`src/rtl/uart_ctrl.sv`:
```
// uart_ctrl: bus-mapped UART sequencer. Generates the receiver oversample
// tick (sig16) and transmitter bit tick (sig), queues CPU bytes for the
// transmitter behind a request/idle handshake, and holds received bytes with
// overrun detection and a level interrupt.
//
// Transmitter handshake: tx_en is a request level; the transmitter accepts
// by dropping tx_status (busy) and finishes by raising it again (idle).
// tx_data is only ever changed while the FSM sits in T_IDLE.
module uart_ctrl #(
  parameter int CLK_DIV16 = 27,
  parameter int TXQ_DEPTH = 4
) (
  input  logic        clk,
  input  logic        reset,
  input  logic [31:0] Add,
  input  logic        rd,
  input  logic        wr,
  input  logic [31:0] wdata,
  output logic [31:0] rdata,
  output logic        irq,
  output logic        sig16,
  output logic        sig,
  input  logic        rx_status,
  input  logic [7:0]  rx_data,
  input  logic        tx_status,
  output logic        tx_en,
  output logic [7:0]  tx_data
);

  localparam logic [31:0] ADDR_TXD = 32'h4000_0018;
  localparam logic [31:0] ADDR_RXD = 32'h4000_001C;
  localparam logic [31:0] ADDR_CON = 32'h4000_0020;

  localparam int DW = (CLK_DIV16 > 2) ? $clog2(CLK_DIV16) : 1;
  localparam int AW = $clog2(TXQ_DEPTH);
  localparam logic [DW-1:0] DIV_LAST = DW'(CLK_DIV16 - 1);
  localparam logic [DW-1:0] DIV_HALF = DW'(CLK_DIV16 / 2);
  localparam logic [AW:0]   Q_FULL   = (AW+1)'(TXQ_DEPTH);

  typedef enum logic [1:0] {T_IDLE, T_REQ, T_BUSY} tx_state_t;

  tx_state_t     state;
  logic [DW-1:0] div_cnt;
  logic [3:0]    cnt16;
  logic [7:0]    q_mem [TXQ_DEPTH];
  logic [AW-1:0] q_wr;
  logic [AW-1:0] q_rd;
  logic [AW:0]   q_cnt;
  logic          q_full;
  logic          q_empty;
  logic          push;
  logic          pop;
  logic          txd_wr;
  logic          con_wr;
  logic          rxd_rd;
  logic          tx_irq_en;
  logic          rx_irq_en;
  logic          tx_drop;
  logic          rx_overrun;
  logic          rx_valid;
  logic [7:0]    rx_buf;
  logic          rx_s1;
  logic          rx_s2;
  logic          rx_s3;
  logic          rx_rise;
  logic          unused_wdata;

  assign unused_wdata = ^wdata[31:8];

  assign txd_wr  = wr && (Add == ADDR_TXD);
  assign con_wr  = wr && (Add == ADDR_CON);
  assign rxd_rd  = rd && (Add == ADDR_RXD);
  assign q_full  = (q_cnt == Q_FULL);
  assign q_empty = (q_cnt == '0);
  assign push    = txd_wr && !q_full;
  assign pop     = (state == T_BUSY) && tx_status;
  assign rx_rise = rx_s2 && !rx_s3;
  assign sig     = cnt16[3];

  // Free-running divider: sig16 high for the upper half of each period.
  always_ff @(posedge clk or negedge reset) begin
    if (!reset) begin
      div_cnt <= '0;
      cnt16   <= '0;
      sig16   <= 1'b0;
    end else begin
      sig16 <= (div_cnt >= DIV_HALF);
      if (div_cnt == DIV_LAST) begin
        div_cnt <= '0;
        cnt16   <= cnt16 + 4'd1;
      end else begin
        div_cnt <= div_cnt + DW'(1);
      end
    end
  end

  // TX FIFO storage and occupancy; a full write is dropped and flagged.
  always_ff @(posedge clk or negedge reset) begin
    if (!reset) begin
      for (int i = 0; i < TXQ_DEPTH; i++) q_mem[i] <= '0;
      q_wr  <= '0;
      q_rd  <= '0;
      q_cnt <= '0;
    end else begin
      if (push) begin
        q_mem[q_wr] <= wdata[7:0];
        q_wr        <= q_wr + AW'(1);
      end
      if (pop) q_rd <= q_rd + AW'(1);
      case ({push, pop})
        2'b10:   q_cnt <= q_cnt + (AW+1)'(1);
        2'b01:   q_cnt <= q_cnt - (AW+1)'(1);
        default: q_cnt <= q_cnt;
      endcase
    end
  end

  // Transmit sequencer with registered request and data outputs.
  always_ff @(posedge clk or negedge reset) begin
    if (!reset) begin
      state   <= T_IDLE;
      tx_en   <= 1'b0;
      tx_data <= '0;
    end else begin
      case (state)
        T_IDLE: if (!q_empty) begin
          tx_data <= q_mem[q_rd];
          tx_en   <= 1'b1;
          state   <= T_REQ;
        end
        T_REQ: if (!tx_status) begin
          tx_en <= 1'b0;
          state <= T_BUSY;
        end
        T_BUSY: if (tx_status) state <= T_IDLE;
        default: begin
          tx_en <= 1'b0;
          state <= T_IDLE;
        end
      endcase
    end
  end

  // Control register bits and the two sticky error flags (set beats clear).
  always_ff @(posedge clk or negedge reset) begin
    if (!reset) begin
      tx_irq_en  <= 1'b0;
      rx_irq_en  <= 1'b0;
      tx_drop    <= 1'b0;
      rx_overrun <= 1'b0;
    end else begin
      if (con_wr) begin
        tx_irq_en <= wdata[0];
        rx_irq_en <= wdata[1];
      end
      if (txd_wr && q_full)              tx_drop <= 1'b1;
      else if (con_wr && wdata[6])       tx_drop <= 1'b0;
      if (rx_rise && rx_valid && !rxd_rd) rx_overrun <= 1'b1;
      else if (con_wr && wdata[5])       rx_overrun <= 1'b0;
    end
  end

  // Receive path: synchronise the byte-valid level and capture on its rise.
  always_ff @(posedge clk or negedge reset) begin
    if (!reset) begin
      rx_s1    <= 1'b0;
      rx_s2    <= 1'b0;
      rx_s3    <= 1'b0;
      rx_buf   <= '0;
      rx_valid <= 1'b0;
    end else begin
      rx_s1 <= rx_status;
      rx_s2 <= rx_s1;
      rx_s3 <= rx_s2;
      if (rx_rise) begin
        rx_buf   <= rx_data;
        rx_valid <= 1'b1;
      end else if (rxd_rd) begin
        rx_valid <= 1'b0;
      end
    end
  end

  // Level interrupt, registered.
  always_ff @(posedge clk or negedge reset) begin
    if (!reset) irq <= 1'b0;
    else        irq <= (rx_irq_en && rx_valid) ||
                       (tx_irq_en && q_empty && (state == T_IDLE));
  end

  // Combinational read mux; zero whenever no read is in progress.
  always_comb begin
    rdata = '0;
    if (rd) begin
      case (Add)
        ADDR_RXD: rdata = {24'b0, rx_buf};
        ADDR_CON: rdata = {25'b0, tx_drop, rx_overrun, q_full, rx_valid,
                           q_empty, rx_irq_en, tx_irq_en};
        default:  rdata = '0;
      endcase
    end
  end

endmodule
```
`config.mk`:
```
export PLATFORM = sky130hd
export DESIGN_NAME = uart_ctrl
export DESIGN_NICKNAME = d
export VERILOG_FILES = /design/src/rtl/uart_ctrl.sv
export SDC_FILE = /design/constraint.sdc
export NUM_CORES = 1
export LEC_CHECK = 0
export CAP_MARGIN = 30
export CELL_PAD_IN_SITES_DETAIL_PLACEMENT = 1
export CELL_PAD_IN_SITES_GLOBAL_PLACEMENT = 1
export CORE_ASPECT_RATIO = 2
export CORE_MARGIN = 1.5
export CORE_UTILIZATION = 39
export CTS_CLUSTER_SIZE = 30
export DETAILED_ROUTE_END_ITERATION = 8
export GPL_TIMING_DRIVEN = 0
export PLACE_DENSITY_LB_ADDON = 0.1
export SYNTH_ARGS = -nofsm -noshare
export SYNTH_HDL_FRONTEND = slang
export SYNTH_SLANG_ARGS = --single-unit
```
`constraint.sdc`:
```
create_clock -name clk -period 5.3 [get_ports clk]
set_input_delay 1.59 -clock clk [delete_from_list [all_inputs] [get_ports clk]]
set_output_delay 1.59 -clock clk [all_outputs]
set_load 0.05 [all_outputs]
```
==> results of run 1 <==
[critical path, delay by kind of cell]
| family | cells | cell delay [ps] |
|---|---|---|
| AOI/OAI and AO/OA | 1 | 110 |
| and+or+nand+nor | 3 | 1020 |
| buffers and inverters | 3 | 870 |
[final timing paths]
kind	from	endpoint	slack, ps	cells past startpoint
max	Add[16]	rdata[4]	100	7
min	rx_s1	rx_s2	360	0
max reg2reg	q_cnt[1]	q_cnt[2]	2810	11
min reg2reg	rx_s1	rx_s2	360	0
max in group asynchronous	reset	q_mem[5]	3580	2
min in group asynchronous	reset	rx_s1	1140	1
[layer usage]
layer / routed length [um] / share of wire, % / track usage (%)
met1: 3180 / 36 / 19.1
met5: 0 / 0 / 0
met2: 4930 / 57 / 32.8
met4: 178 / 2.0 / 7.75
met3: 423 / 4.9 / 4.02
[flip-flops by register name, summed over array words and instances, names as in the netlist, 2 cells and up]
| register | count |
|---|---|
| q_cnt | 3 |
| cnt16 | 4 |
| q_wr | 2 |
| state | 2 |
| div_cnt | 5 |
| rx_buf | 8 |
| q_rd | 2 |
| tx_data | 8 |
| q_mem | 32 |
[stage by stage]
step,instance area [um^2],setup TNS [ps]
floorplan,3890,0
global placement,4780,-7790
detailed placement,4810,-6700
CTS,5190,0
global route,5210,-13.4
finish,5210,0
[cell usage in the layout, fill, tap and decap left out, types with 7 or more instances in the layout]
cell type / count
a22o_1: 8
nor2_1: 11
clkbuf_16: 9
conb_1: 24
xnor2_1: 7
nand2_1: 10
ha_1: 9
buf_4: 28
dfrtp_1: 77
mux2_2: 42
clkdlybuf4s50_1: 64
mux2_4: 8
mux4_2: 8
inv_1: 12
[cells in the mapped netlist (3+ instances only)]
cell	n	area, um^2
dfrtp_1	77	1930
mux2_2	42	473
buf_4	24	180
inv_1	12	45.0
nor2_1	11	41.3
nand2_1	10	37.5
ha_1	9	113
a22o_1	8	70.1
mux2_4	8	120
mux4_2	8	180
xnor2_1	7	61.3
clkbuf_1	5	18.8
nand3_1	5	25.0
xor2_1	5	43.8
nor3_4	4	65.1
o21ai_0	4	20.0
nand4_1	3	18.8
nor4_1	3	18.8
nor4_4	3	63.8
[power by group through the flow]
stage          clock, uW  sequential [uW]  combinational, uW
2_1_floorplan          0              677                223
3_3_place_gp           0              671                345
3_5_place_dp           0              673                361
4_1_cts              716              663                362
5_1_grt              740              667                387
6_report             703              662                357
[final cells by class]
cell class	instances	share of cell area (%)
Buffer	31	4.04
Sequential cell	77	37.0
Timing Repair Buffer	78	14.7
Inverter	12	0.865
Tap cell	130	3.12
Clock buffer	9	4.32
Multi-Input combinational cell	184	33.6
Clock inverter	7	2.33
[cells by family after synthesis]
family,Yosys count,synth area share (%)
fa+ha+maj,10,3.49
mux,61,21.2
buf+inv,43,6.64
xor+xnor,12,2.76
other cells,1,0.0986
flops,77,50.7
simple gates,59,11.6
compound gates,18,3.59
[what timing repair did]
| item | 4_1_cts | 5_1_grt |
|---|---|---|
| gates resized for setup | 36 | 10 |
| pin swaps | 2 | 2 |
| setup endpoints to repair | 8 | 8 |
| buffers inserted | 2 | 2 |
==> impl_metrics.toml, run 1 <==
[timing]
setup_ws_ps = 102
worst_hold_slack_ps = 360
maxSlewHeadroom_pct = 40.3
period_share_pct = 98.1
maxSlewViolCount = 0
post-route-min-period_ps = 5200
tightest_slew_ps = 896
final_hold_viol_count = 0
clock-skew-final_ps = 9.43
setup_viol = 0
fmax_mhz = 192

[synthesis]
synthCells = 281
ys_seq_area_share_pct = 50.7
ys_types = 44
synth-seq-cells = 77
synth_area_per_cell_um2 = 13.5
syn_area_mm2 = 0.00380
synth_edf_count = 0
yosys_most_used_dff = "dfrtp_1"
yosysWarnings = 0
synthArstFlopShare_pct = 100

[global_routing]
grt_pass1_wl_um = 13900
grt_max_degree = 58
grt_pass1_vias = 2748
grt_usage_pct = 17.9
overflow = 0
antenna_found_initial = 0

[placement]
numPlacedInstances = 508
globalplace.congestion = 0.728
pre_cts_slack_ps = -865
dp_hpwl_um = 6410
portBuffers = 73

[layout]
seq_area_mm2 = 0.00193
fin_cells = 528
layout-drive-gt1-share_pct = 31.9
fill_cells = 964
num-nets-final = 481
syn_to_final_growth_pct = 36.9
final_core_util_pct = 55.1
antenna_cells = 0
multi_input_area_mm2 = 0.00175

[cts]
insertion_delay_ps = 330
hold_buffers = 0
clkTransAtPathRegs_ps = 60
numCtsBuffers = 9
tritoncts = "yes"
numClockSinks = 77
cts_root_buf = "clkbuf_16"
clockBufferDepth = 2
htreeDepth = 3

[worst_setup_path]
crit_chain = "clkdlybuf4s50_1 -> nor4_4 -> nand4_1 -> nor3_4 -> buf_4 -> a22o_1 -> buf_2"
cpPeakStageDelay_ps = 440
end_kind = "output pin"
crit_path_start_kind = "input pin"
critical_path_class = "input pin to output pin"
slowest_stage = "clkdlybuf4s50_1"
path_max_fanout = 6
worst_ep_required_time_ps = 3710
cp.arrival_ps = 3610

[floorplan]
die_h_um = 143
rows = 50
core_area_mm2 = 0.00945
io_pins = 122
fp.dieW_um = 72.8
start_util_pct = 40.3
dieArea_mm2 = 0.0104

[route]
viasPerCell = 4.78
routed_wl_um = 8720
wire_per_inst_um = 16.5
ant_nets = 0
drt-pass1-iter-count = 4
initialDrtViolationCount = 77
route.detailed.drc = 0
vias = 2523

[pwr]
finalPower_uw = 1720
seq_power_share_pct = 38.4
power.density_mw_per_mm2 = 331
p_sw_uw = 479
p_leak_uw = 0.00246
ir_worst_vdd_uv = 249
p_int_uw = 1240
p_comb_share_pct = 20.8
netSwitchingFraction_pct = 27.8
p_clk_share_pct = 40.8

[outcome]
outcome = "finished clean"

[hold_path]
holdCritPathClass = "flip-flop to flip-flop"

[run]
max_cap_viol_count = 0
Note: power is estimated with default switching activity, not from simulation.
==> run 2, diff against run 1 <==
CAP_MARGIN = 15   (was 30)
==> results of run 2 <==
Final layout, timing and power as in run 1 (identical DEF).
